`src/rtl/rca4_serial_recover.sv`:
```
// rca4_serial_recover: bit-serial recovery of operand a from an adder result
// {cout,s} and its 2-bit addend code b, where bb = {~b[1],~b[0],b[1],b[0]}.
// One bit of a = {cout,s} - bb is resolved per clock through a registered
// borrow chain. err flags a result outside 0..2^W-1.
// Optional feature: define RCA4_SERIAL_ERRCNT_EN to add a saturating 8-bit
// err_cnt output that counts result handshakes carrying err=1.
module rca4_serial_recover #(
  parameter int W = 4
) (
  input  logic         clk,
  input  logic         rst_n,
  input  logic         in_valid,
  output logic         in_ready,
  input  logic [W-1:0] s,
  input  logic         cout,
  input  logic [1:0]   b,
  output logic         out_valid,
  input  logic         out_ready,
  output logic [W-1:0] a,
  output logic         err
`ifdef RCA4_SERIAL_ERRCNT_EN
  ,
  output logic [7:0]   err_cnt
`endif
);

  localparam int IW = (W > 1) ? $clog2(W) : 1;

  typedef enum logic [1:0] {IDLE, RUN, DONE} state_t;

  state_t         r_state, w_state_nxt;
  logic           r_live;     // low until the first clock after reset release
  logic [W:0]     r_x;        // latched {cout,s}
  logic [W-1:0]   r_bb;       // latched expanded addend
  logic           r_br;       // running borrow
  logic [IW-1:0]  r_idx;      // bit being resolved
  logic [W-1:0]   r_a;
  logic           r_err;

  logic [W-1:0]   w_bb;
  logic           w_acc;
  logic           w_last;
  logic           w_xi, w_bbi;
  logic           w_ai, w_br_nxt;
  logic           w_rel;

  // Expand the 2-bit code into the W-bit subtrahend; upper bits are zero.
  always_comb begin
    w_bb      = '0;
    w_bb[3:0] = {~b[1], ~b[0], b[1], b[0]};
  end

  assign w_acc    = in_valid & in_ready;
  assign w_rel    = (r_state == DONE) & out_ready;
  assign w_last   = (r_idx == IW'(W - 1));
  assign w_xi     = r_x[r_idx];
  assign w_bbi    = r_bb[r_idx];
  // One full-subtractor slice: difference bit and borrow out.
  assign w_ai     = w_xi ^ w_bbi ^ r_br;
  assign w_br_nxt = (~w_xi & w_bbi) | (~w_xi & r_br) | (w_bbi & r_br);

  // State register.
  always_ff @(posedge clk or negedge rst_n) begin
    if (!rst_n) r_state <= IDLE;
    else        r_state <= w_state_nxt;
  end

  // Next-state logic: accept, walk W bits, hold result until consumed.
  always_comb begin
    w_state_nxt = r_state;
    case (r_state)
      IDLE:    if (w_acc)  w_state_nxt = RUN;
      RUN:     if (w_last) w_state_nxt = DONE;
      DONE:    if (out_ready) w_state_nxt = IDLE;
      default: w_state_nxt = IDLE;
    endcase
  end

  // Handshake outputs decoded from state; in_ready stays low until the
  // first clock after reset release.
  always_comb begin
    in_ready  = (r_state == IDLE) & r_live;
    out_valid = (r_state == DONE);
  end

  // Arms in_ready one clock after reset release.
  always_ff @(posedge clk or negedge rst_n) begin
    if (!rst_n) r_live <= 1'b0;
    else        r_live <= 1'b1;
  end

  // Serial datapath: latch on accept, resolve one bit per RUN cycle.
  always_ff @(posedge clk or negedge rst_n) begin
    if (!rst_n) begin
      r_x   <= '0;
      r_bb  <= '0;
      r_br  <= 1'b0;
      r_idx <= '0;
      r_a   <= '0;
      r_err <= 1'b0;
    end else begin
      case (r_state)
        IDLE: if (w_acc) begin
          r_x   <= {cout, s};
          r_bb  <= w_bb;
          r_br  <= 1'b0;
          r_idx <= '0;
          r_a   <= '0;
        end
        RUN: begin
          r_a[r_idx] <= w_ai;
          r_br       <= w_br_nxt;
          r_idx      <= r_idx + 1'b1;
          // Bit W of the (W+1)-bit difference is set on underflow or overflow.
          if (w_last) r_err <= r_x[W] ^ w_br_nxt;
        end
        default: ;
      endcase
    end
  end

  assign a   = r_a;
  assign err = r_err;

`ifdef RCA4_SERIAL_ERRCNT_EN
  logic [7:0] r_err_cnt;

  // Saturating count of consumed results that carried err.
  always_ff @(posedge clk or negedge rst_n) begin
    if (!rst_n)                                 r_err_cnt <= '0;
    else if (w_rel && r_err && r_err_cnt != 8'hFF) r_err_cnt <= r_err_cnt + 8'd1;
  end

  assign err_cnt = r_err_cnt;
`endif

endmodule

```
`config.mk`:
```
export PLATFORM = sky130hd
export DESIGN_NAME = rca4_serial_recover
export DESIGN_NICKNAME = d
export VERILOG_FILES = /design/src/rtl/rca4_serial_recover.sv
export SDC_FILE = /design/constraint.sdc
export NUM_CORES = 1
export LEC_CHECK = 0
export CAP_MARGIN = 20
export CORE_MARGIN = 10
export CORE_UTILIZATION = 53
export DETAILED_ROUTE_END_ITERATION = 8
export PLACE_DENSITY = 0.92
export RECOVER_POWER = 50
export SLEW_MARGIN = 30
export SYNTH_ARGS = -nofsm -noshare
export SYNTH_HDL_FRONTEND = slang
export SYNTH_SLANG_ARGS = --single-unit
```
`constraint.sdc`:
```
create_clock -name clk -period 5.2 [get_ports clk]
set_clock_uncertainty 0.2 [all_clocks]
set_input_delay 1.04 -clock clk [delete_from_list [all_inputs] [get_ports clk]]
set_output_delay 1.04 -clock clk [all_outputs]
set_load 0.02 [all_outputs]
```
==> impl_metrics.yaml <==
clock_network:
  clkSinkCount: 20
  cts_buffers: 3
  cts_root_buffer: "clkbuf_4"
  hold_buffers: 0
  cts_tree: "done"
  clockBufferDepth: 2
  post_cts.repair.setup_buffers: 0
  path_clk_slew_ns: 0.12
  clk_latency_ns: 0.31
  cts-htree-levels: 1
  cts_resized: 0
finish:
  drive_gt1_frac: 0.156
  final_common_cell: "dfrtp_1"
  fin_util: 0.685
  diodes: 0
  final.fill_count: 122
  synthToLayoutAreaGrowth_pct: 22.9
  final_cell_mix: "dfrtp_1, clkdlybuf4s50_1, mux2_2, a22o_1"
  final_nets: 107
  final_cells: 115
global_route:
  grt_pass1_vias: 634
  antenna_found_initial: 0
  grt_max_degree: 21
  overflow: 0
  grt_use_total: 0.0913
  grt_first_pass_wirelength_um: 2900
place:
  post-place-ws_ns: 2.49
  dp_hpwl_um: 1300
  placed_cells: 111
  numPortBuffers: 17
  place_congestion: 0.720
critical_path:
  cp_cell_sequence: "nor3b_1 > clkdlybuf4s50_1"
  worstPathRequired_ns: 3.96
  worst_setup_path_start_kind: "register"
  crit_slowest_cell: "clkdlybuf4s50_1"
  r2r_cells: 5
  path_class: "register to output port"
  crit_start: "r_state[1]"
  cp.arrival_ns: 1.57
  r2r_slack_ns: 2.91
  crit_end: "in_ready"
  path_max_fanout: 5
  r2r_end: "a[2]"
  cp-end-kind: "output port"
  r2r-start: "r_idx[0]"
  cpPeakStageDelay_ns: 0.63
routing:
  routedWlPerCell_um: 14.8
  drc: 0
  via_per_inst: 5.37
  routed_wl_um: 1700
  dr.pass1.iters: 4
  antenna_left: 0
  drt-initial-drc-count: 11
  vias: 617
sta:
  grt_setup_unrepaired: "no"
  drv_slew: 0
  setup_violations: 0
  timing.final.ws_setup_ns: 2.39
  post-route-period-util: 0.540
  tns_ns: 0
  period_needed_ns: 2.81
  fmax_mhz: 356
  worst_pin_slew_ns: 1.04
  maxSlewHeadroom: 0.307
  hold_viol: 0
power:
  ir_drop_v: 0.000353
  p_leak_nw: 0.523
  power_density_mw_per_mm2: 628
synthesis:
  ys_ff_latch: 20
  yosysSeqAreaShare: 0.526
  synth_nets: 88
  synth_area_um2: 952
  synth_area_per_cell_um2: 13.2
  ys_warn_count: 0
  netlist_instances: 72
  yosysUniqueCellTypes: 26
floorplanning:
  die_area_mm2: 0.00389
  die_width_um: 62.4
  rows: 15
  core-area_mm2: 0.00171
  fp.dieH_um: 62.4
  start_util: 0.558
  num_io_pins: 18
hold_path:
  hp-class: "register to register"
outcome:
  status: "finished, final reports clean"
run:
  max_cap_violations: 0
==> cell usage after synthesis <==
library cell  number  area share
and2b_2            1      0.0092
inv_1              4       0.016
nor2_1             3       0.012
mux2_2             7       0.083
fa_1               1       0.021
o31ai_1            1      0.0079
nand2b_1           1      0.0066
clkbuf_8           1       0.014
nor2b_1            1      0.0066
a31oi_1            1      0.0066
dfrtp_1           20        0.53
buf_2              1      0.0053
and4bb_2           1       0.013
mux4_2             2       0.047
mux2i_1            4       0.042
or3_1              1      0.0066
a21oi_1            3       0.016
ha_1               4       0.053
buf_6              1       0.012
o21bai_1           1      0.0079
xnor2_1            1      0.0092
nor3b_1            1      0.0079
o21ai_0            2       0.011
a22o_1             5       0.046
conb_1             1      0.0039
nand2_1            3       0.012
==> report_power, final <==
group          switching [mW]  internal (mW)
Combinational           0.156          0.173
Sequential             0.0525          0.225
Clock                  0.0500         0.0779
==> critical path: cells and delay by family, from the launching register on <==
kind          cells  cell delay, ns
simple gates      1            0.20
buf+inv           1            0.63
flops             1            0.43
==> area by class of cell <==
cell class / instances / area, µm² / share of cell area
repair buffers: 17 / 164 / 0.140
flip-flops and latches: 20 / 500 / 0.428
well taps: 25 / 31.3 / 0.0267
multi-input cells: 45 / 407 / 0.348
clock buffers: 3 / 22.5 / 0.0193
clock inverters: 1 / 30.0 / 0.0257
inverters: 4 / 15.0 / 0.0128
==> logic make-up (layout without fill, tap and decap cells) <==
kind of cell,after synthesis,in the layout,share of synthesized area
flops,20,20,0.526
compound gates,13,13,0.0946
mux,13,13,0.172
simple gates,12,12,0.0736
buf+inv,7,25,0.0473
fa+ha+maj,5,5,0.0736
other cells,1,1,0.00394
xor+xnor,1,1,0.00920
==> registers in the layout (all words and copies together) (netlist names) <==
name	count
r_x	5
err	1
r_state	2
a	4
r_bb	4
r_live	1
r_br	1
r_idx	2
==> worst min-delay path by stage <==
stage           start     end  depth (start not counted)
3_5_place_dp     a[1]    a[1]                          1
2_1_floorplan  r_x[2]  r_x[2]                          1
4_1_cts          a[3]    a[3]                          1
6_report         a[3]    a[3]                          1
5_1_grt        r_x[3]  r_x[3]                          1
3_3_place_gp     a[3]    a[3]                          1
==> per-stage QoR <==
stage / total power, mW / hold slack, ns / instance area (µm²)
detailed placement: 0.617 / 0.282 / 1120
floorplan: 0.521 / 0.275 / 952
global route: 0.789 / 0.336 / 1170
CTS: 0.744 / 0.316 / 1180
global placement: 0.597 / 0.283 / 1120
finish: 0.734 / 0.315 / 1170
==> metal layers <==
layer,share of wire,GRT usage,wire (µm)
met5,0,0,0
met4,0.023,0.0503,39
met3,0.050,0.0341,85
met2,0.49,0.149,827
met1,0.44,0.100,746
(Power assumes the default switching activity.)
